### src/rtl/mem_stage_pkg.sv
// Shared types for the EX->MEM->WB memory stage: op encoding and FSM states.
// OP_PASS/OP_LOAD/OP_STORE are the op constants used by the stage and its FSM.
package mem_stage_pkg;

    typedef enum logic [1:0] {
        OP_PASS  = 2'd0,
        OP_LOAD  = 2'd1,
        OP_STORE = 2'd2
    } mem_op_t;

    typedef enum logic [1:0] {
        S_IDLE,
        S_REQ,
        S_WAIT,
        S_OUT
    } mem_state_t;

    function automatic logic is_mem_op(input mem_op_t op);
        return (op == OP_LOAD) || (op == OP_STORE);
    endfunction

endpackage

### src/rtl/mem_stage_fsm.sv
// Control for the memory stage: state register, owed-response drop flag and
// the ready/valid/req decode. The datapath registers live in mem_stage_pipe.
module mem_stage_fsm
    import mem_stage_pkg::*;
(
    input  logic    clk,
    input  logic    rst_n,
    input  logic    flush,
    input  logic    ex_valid,
    input  mem_op_t ex_op,
    input  mem_op_t held_op,
    input  logic    wb_ready,
    input  logic    dm_gnt,
    input  logic    dm_rvalid,
    output logic    ex_ready,
    output logic    accept,
    output logic    capture,
    output logic    dm_req,
    output logic    wb_valid
);

    mem_state_t state_q, state_d;
    logic       drop_q, drop_d;
    logic       owed_read;

    // While a flushed read's response is still owed, a new load would be
    // unable to tell its own rvalid from the stale one, so only loads wait.
    assign ex_ready = !flush
                   && !(drop_q && ex_op == OP_LOAD)
                   && (state_q == S_IDLE || (state_q == S_OUT && wb_ready));
    assign accept   = ex_valid && ex_ready;

    assign owed_read = (held_op == OP_LOAD)
                    && (state_q == S_WAIT || (state_q == S_REQ && dm_gnt));
    assign capture   = !flush && owed_read && dm_rvalid;
    assign dm_req    = (state_q == S_REQ);
    assign wb_valid  = (state_q == S_OUT);

    always_comb begin
        // NOTE: defaults first so every path assigns state_d/drop_d and no latch is inferred.
        state_d = state_q;
        drop_d  = drop_q;
        case (state_q)
            S_IDLE: begin
                if (accept) state_d = is_mem_op(ex_op) ? S_REQ : S_OUT;
            end
            S_REQ: begin
                if (dm_gnt) state_d = (held_op == OP_LOAD && !dm_rvalid) ? S_WAIT : S_OUT;
            end
            S_WAIT: begin
                if (dm_rvalid) state_d = S_OUT;
            end
            S_OUT: begin
                if (wb_ready) begin
                    if (accept) state_d = is_mem_op(ex_op) ? S_REQ : S_OUT;
                    else        state_d = S_IDLE;
                end
            end
            default: state_d = S_IDLE;
        endcase

        if (drop_q && dm_rvalid) drop_d = 1'b0;

        if (flush) begin
            state_d = S_IDLE;
            if (owed_read && !dm_rvalid) drop_d = 1'b1;
        end
    end

    always_ff @(posedge clk or negedge rst_n) begin
        // NOTE: non-blocking assignments keep every register updating from pre-edge values.
        if (!rst_n) begin
            state_q <= S_IDLE;
            drop_q  <= 1'b0;
        end else begin
            state_q <= state_d;
            drop_q  <= drop_d;
        end
    end

endmodule

### src/rtl/mem_stage_pipe.sv
// EX->MEM->WB pipeline stage with valid/ready on both sides, a req/gnt/rvalid
// data-memory port and flush that discards an in-flight load response.
module mem_stage_pipe
    import mem_stage_pkg::*;
#(
    parameter int ARQ    = 16,
    parameter int ADDR_W = 13,
    parameter int REG_W  = 4
) (
    input  logic              clk,
    input  logic              rst_n,
    input  logic              flush,
    input  logic              ex_valid,
    output logic              ex_ready,
    input  logic [1:0]        ex_op,
    input  logic [ARQ-1:0]    ex_alu_result,
    input  logic [ARQ-1:0]    ex_store_data,
    input  logic [REG_W-1:0]  ex_rd,
    input  logic              ex_wb_en,
    input  logic              ex_pc_en,
    output logic              dm_req,
    output logic              dm_we,
    output logic [ADDR_W-1:0] dm_addr,
    output logic [ARQ-1:0]    dm_wdata,
    input  logic              dm_gnt,
    input  logic              dm_rvalid,
    input  logic [ARQ-1:0]    dm_rdata,
    output logic              wb_valid,
    input  logic              wb_ready,
    output logic              wb_mux_contrl,
    output logic              wb_enable,
    output logic              wb_pc_en,
    output logic [REG_W-1:0]  wb_rd,
    output logic [ARQ-1:0]    wb_alu_result,
    output logic [ARQ-1:0]    wb_mem_result
);

    if (ADDR_W > ARQ) begin : g_addr_w_check
        $error("mem_stage_pipe: ADDR_W (%0d) must not exceed ARQ (%0d)", ADDR_W, ARQ);
    end

    mem_op_t ex_op_e;
    mem_op_t op_q;
    logic    accept;
    logic    capture;

    assign ex_op_e = mem_op_t'(ex_op);

    mem_stage_fsm u_fsm (
        .clk       (clk),
        .rst_n     (rst_n),
        .flush     (flush),
        .ex_valid  (ex_valid),
        .ex_op     (ex_op_e),
        .held_op   (op_q),
        .wb_ready  (wb_ready),
        .dm_gnt    (dm_gnt),
        .dm_rvalid (dm_rvalid),
        .ex_ready  (ex_ready),
        .accept    (accept),
        .capture   (capture),
        .dm_req    (dm_req),
        .wb_valid  (wb_valid)
    );

    // Every field is captured at accept, so the WB bundle and the memory
    // payload both hold steady until the FSM moves past them.
    always_ff @(posedge clk or negedge rst_n) begin
        // NOTE: datapath registers are reset because they drive ports that must read 0 in reset.
        if (!rst_n) begin
            op_q          <= OP_PASS;
            dm_we         <= 1'b0;
            dm_addr       <= '0;
            dm_wdata      <= '0;
            wb_mux_contrl <= 1'b0;
            wb_enable     <= 1'b0;
            wb_pc_en      <= 1'b0;
            wb_rd         <= '0;
            wb_alu_result <= '0;
            wb_mem_result <= '0;
        end else if (accept) begin
            op_q          <= ex_op_e;
            dm_we         <= (ex_op_e == OP_STORE);
            dm_addr       <= ex_alu_result[ADDR_W-1:0];
            dm_wdata      <= ex_store_data;
            wb_mux_contrl <= 1'b0;
            wb_enable     <= ex_wb_en && (ex_op_e != OP_STORE);
            wb_pc_en      <= ex_pc_en;
            wb_rd         <= ex_rd;
            wb_alu_result <= ex_alu_result;
            wb_mem_result <= '0;
        end else if (capture) begin
            wb_mux_contrl <= 1'b1;
            wb_mem_result <= dm_rdata;
        end
    end

endmodule

### config.mk
export PLATFORM = sky130hd
export DESIGN_NAME = mem_stage_pipe
export DESIGN_NICKNAME = d
export VERILOG_FILES = /design/src/rtl/mem_stage_pkg.sv /design/src/rtl/mem_stage_fsm.sv /design/src/rtl/mem_stage_pipe.sv
export SDC_FILE = /design/constraint.sdc
export NUM_CORES = 1
export LEC_CHECK = 0
export CAP_MARGIN = 30
export CORE_MARGIN = 2
export CORE_UTILIZATION = 35
export CTS_BUF_LIST = sky130_fd_sc_hd__clkbuf_4 sky130_fd_sc_hd__clkbuf_8
export DETAILED_ROUTE_END_ITERATION = 7
export PLACE_DENSITY = 0.74
export RECOVER_POWER = 25
export SYNTH_ARGS = -nofsm -noshare
export SYNTH_HDL_FRONTEND = slang
export SYNTH_SLANG_ARGS = --single-unit
### constraint.sdc
create_clock -name clk -period 1.7 [get_ports clk]
set_input_delay 0.34 -clock clk [delete_from_list [all_inputs] [get_ports clk]]
set_output_delay 0.34 -clock clk [all_outputs]
set_load 0.1 [all_outputs]
# Word-level counts from Yosys, hierarchy flattened
# Cells that the tools add are included.
[word_totals] regBits=74 latchBits=0 mem_bits_rw=0 mem_bits_ro=0 inputBits=63 wordCells=61 n_memories=0
[op_classes] addsub=0 multipliers=0 n_div=0 magnitude_cmp=0 eq_ne=11 n_shift=0 n_mux=16 n_bitwise=0 n_reduce_logical=22
[op_table] op="2-to-1 mux 16 bit" count=2
[op_table] op="2-to-1 mux 2 bit" count=7
[op_table] op="logical AND 1 bit" count=13
[op_table] op="one-hot mux 2 bit (4 select lines)" count=1
[op_table] op="== test 2 x 1 -> 1 bit (second input constant)" count=3
[op_table] op="== test 2 bit (second input constant)" count=3
[op_table] op="2-to-1 mux 1 bit" count=6
[op_table] op="inequality test 3 x 2 -> 1 bit (second input constant)" count=2
[op_table] op="inequality test 3 bit (second input constant)" count=2
[op_table] op="AND reduction 4 bit" count=1
[op_table] op="logical NOT 1 bit" count=3
[op_table] op="logical OR 1 bit" count=3
[op_table] op="logical NOT 2 bit" count=1
[op_table] op="inequality test 2 bit (second input constant)" count=1
[op_table] op="nonzero test 2 bit" count=1

# Longest topological paths before layout
[logic_depth] word_depth=10 ltp_mapped=7

# By module
# A second synthesis with hierarchy kept.
[unflattened] cells_unflattened=189 hier_area_um2=2798.9
[modules_own_cells] mod="mem_stage_pipe" n_inst=1 cells_each=158 area_per_inst_um2=2529.9 seq_area_each_um2=1451.4
[modules_own_cells] mod="mem_stage_fsm" n_inst=1 cells_each=31 area_per_inst_um2=269.0 seq_area_each_um2=75.1

# Least setup slack after synthesis
# Ideal clock, no wire load.
[synth_timing] path_type="register to output" start="reg u_fsm.state_q[1]" end="out dm_req" t_arrival_ns=1.867 path_slack_ns=-0.507 stages_incl_launch_ff=3 path_buffers=1 path_cell_list="dfrtp_1 buf_4 nor2b_1"
[synth_via] elab_chain_cells=1
[synth_lines] element="from (decl)" line_no="mem_stage_fsm.sv:22" text="mem_state_t state_q, state_d;"
[synth_lines] element="from (signal assigned)" line_no="mem_stage_fsm.sv:76" text="state_q <= state_d;"
[synth_lines] element="== test 2 x 1 -> 1 bit" line_no="mem_stage_fsm.sv:36" text="assign dm_req = (state_q == S_REQ);"
[synth_lines] element="to (decl)" line_no="mem_stage_pipe.sv:21" text="output logic dm_req,"
# No other way between the ends.

# Worst setup path after layout
[layout_timing] start="reg u_fsm.state_q[1]" end="reg dm_addr[5]"
[layout_via] elab_chain_cells=5
[layout_lines] element="== test 2 bit" line_no="mem_stage_fsm.sv:30" text="&& (state_q == S_IDLE || (state_q == S_OUT && wb_ready));"
[layout_lines] element="logical AND 1 bit" line_no="mem_stage_fsm.sv:30"
[layout_lines] element="logical OR 1 bit (*)" line_no="mem_stage_fsm.sv:30"
[layout_lines] element="logical AND 1 bit (*)" line_no="mem_stage_fsm.sv:30"
[layout_lines] element="logical AND 1 bit (*)" line_no="mem_stage_fsm.sv:31" text="assign accept = ex_valid && ex_ready;"
[layout_lines] element="to (signal assigned)" line_no="mem_stage_pipe.sv:84" text="dm_addr <= ex_alu_result[ADDR_W-1:0];"
[layout_lines] element="to (decl)" line_no="mem_stage_pipe.sv:23" text="output logic [ADDR_W-1:0] dm_addr,"
# Every way passes the cells marked *; elsewhere a longest branch is shown, timed or not.
# A chain may end at the register's enable or synchronous reset.

==> flow_summary.ini <==
[placement]
dpl.hpwl_um = 5490
dp_slack_ps = -442
dp_cells = 442
dpl_cell_area_mm2 = 0.00494
port_buffers = 134
gp_congestion = 0.817

[floorplan]
die_x_um = 92.7
io_pins = 135
core_area_mm2 = 0.00769
initial_core_util_pct = 35.8
fp-row-count = 32
dieHeight_um = 92.7
dieArea_mm2 = 0.00859

[sta]
max_freq_ghz = 0.579
slew_viol_final = 0
min_period_ps = 1730
rsz0062_at_grt = true
timing.hold.ws_ps = 164
slew_headroom_pct = 45.5
timing.final.ws_setup_ps = -27.0
finClkSkew_ps = 7.52
final_hold_viol_count = 0
setup_viol_count_final = 15
worst_pin_slew_ps = 817
period_share_pct = 102

[power_and_ir_drop]
seq_power_share_pct = 22.4
power_frac_clock_pct = 13.1
intPower_mw = 5.29
p_leak_nw = 2.63
switching_share_pct = 50.1
power_density_mw_per_mm2 = 1930
total_power_mw = 10.6
p_switching_mw = 5.30
pwr-share-comb_pct = 64.4
ir_drop_v = 0.000709

[synth]
synth_cell_types = 27
synth.top_cell.area_share_pct = 55.4
syn_nets = 277
synth.cell_area_mm2 = 0.00275
synth-seq-cells = 61
synth_seq_area_share_pct = 55.4
yosysTopAreaCell = dfrtp_1
synthTopCellsByArea = dfrtp_1, mux2_4, buf_4, o21ai_0, inv_1
netlist_instances = 212
postSynthAreaPerCell_um2 = 13.0
yosysWarnings = 0

[routing]
drt.antenna.violating_nets = 0
drc_errors = 0
drt-total-wl_um = 7820
vias = 2160
drt_iter0_drc = 65
drtPass1Iterations = 4
wire_per_inst_um = 16.5
routed_via_density = 4.55

[cts]
cts_buffer_depth = 2
cts_tree = done
cts_max_level = 3
clkTransAtPathRegs_ps = 70
cts_root_buf = clkbuf_8
cts_sinks = 61
numCtsBuffers = 9
clock_latency_ps = 340

[cells_and_area]
finalNonFillerCells = 475
drive_gt1_share_pct = 45.8
fin_nets = 433
layout_common_cells = buf_12, dfrtp_1, clkdlybuf4s50_1
final_common_cell = buf_12
design_area_mm2 = 0.00548
area_growth_pct = 99.1
diodes = 0

[global_routing]
grt.overflow.total = 0
grt_pass1_wl_um = 11500
grt.total_usage_pct = 17.5
grt_max_degree = 34
antenna_found_initial = 0
grt_pass1_vias = 2202

[setup_path]
worst-setup-path-type = register to register
path_max_fanout = 5
required_ps = 1920
arrival_ps = 1950
start_kind = register
end_kind = register

[hold_path]
hold_class = primary input to asynchronous set/reset pin

[status]
violations = setup timing
status = finished, violations left

[flow_run]
max-cap-violations = 0
[state kept, by name (all words and copies together) (netlist names), 2 cells and up]
name	count
wb_mem_result	16
u_fsm.state_q	2
dm_addr	12
dm_wdata	16
wb_alu_result	4
op_q	2
wb_rd	4
[Yosys cell counts]
| cell | count |
|---|---|
| nand2_1 | 7 |
| o211a_1 | 1 |
| nand3_1 | 16 |
| nand2b_1 | 1 |
| and3b_1 | 1 |
| and3_4 | 1 |
| dfrtp_1 | 61 |
| a21boi_0 | 1 |
| mux2_2 | 2 |
| a31oi_1 | 1 |
| buf_2 | 4 |
| buf_4 | 14 |
| ha_1 | 2 |
| o22ai_1 | 1 |
| clkbuf_1 | 1 |
| inv_1 | 22 |
| o21a_1 | 1 |
| and2_1 | 1 |
| o2111ai_2 | 1 |
| a21oi_1 | 4 |
| nor2b_1 | 5 |
| nor2_2 | 1 |
| o21ai_0 | 21 |
| o211ai_1 | 1 |
| mux2_4 | 36 |
| buf_6 | 4 |
| o211ai_4 | 1 |
[metrics by stage]
step | TNS (ps) | utilization, %
6_report | -228 | 71.3
5_1_grt | -1400 | 71.3
4_1_cts | -15.6 | 67.5
3_5_place_dp | -22380 | 64.3
2_1_floorplan | 0 | -
3_3_place_gp | -20800 | 64.3
[cell families after synthesis]
family	count (synthesis)	share of synthesized area (%)
simple gates	33	6.41
buf+inv	45	9.31
flops	61	55.4
fa+ha+maj	2	0.909
mux	38	20.4
compound gates	33	7.50
[final cells by class]
class	instances	area, um^2
Sequential cell	61	1530
Clock inverter	5	75.1
Multi-Input combinational cell	106	1020
Fill cell	507	2200
Clock buffer	11	139
Inverter	22	82.6
Timing Repair Buffer	168	2510
Tap cell	102	128
[final timing paths]
| path | slack, ps | end | cells after the start | startpoint |
|---|---|---|---|---|
| max | -30 | dm_addr[5] | 6 | u_fsm.state_q[1] |
| min | 160 | dm_addr[6] | 2 | rst_n |
| max reg2reg | -30 | dm_addr[5] | 6 | u_fsm.state_q[1] |
| min reg2reg | 490 | op_q[1] | 2 | op_q[1] |
| max in group asynchronous | 980 | wb_mem_result[7] | 2 | rst_n |
| min in group clk | 440 | op_q[1] | 3 | ex_op[1] |
[layer usage]
| metal | up-vias | track usage (%) | part of all wire [%] |
|---|---|---|---|
| li1 | 1011 | - | - |
| met1 | 1045 | 19.8 | 38 |
| met2 | 91 | 30.5 | 53 |
| met3 | 13 | 8.14 | 7.8 |
| met4 | 0 | 3.68 | 1.4 |
| met5 | - | 0 | 0 |
[power by group through the flow]
| stage | registers, mW | logic [mW] | clock network (mW) |
|---|---|---|---|
| 3_3_place_gp | 2.38 | 6.62 | 0 |
| 3_5_place_dp | 2.40 | 6.70 | 0 |
| 5_1_grt | 2.43 | 6.98 | 1.50 |
| 2_1_floorplan | 4.80 | 1.72 | 0 |
| 4_1_cts | 2.38 | 6.73 | 1.44 |
| 6_report | 2.37 | 6.82 | 1.39 |
[timing repair]
action,CTS,global route
setup buffers,5,7
gates cloned,0,8
pin swaps,4,5
endpoints found under the setup margin,47,34
hold buffers,0,0
gates resized for setup,7,14
[critical path, cell delays in order, from the launching register on]
cell,delay (ps)
dfrtp_1,410
and3_4,180
buf_6,110
o211ai_4,280
buf_6,180
clkbuf_16,150
mux2_4,300
No activity file was read; power rests on OpenSTA's default activity.
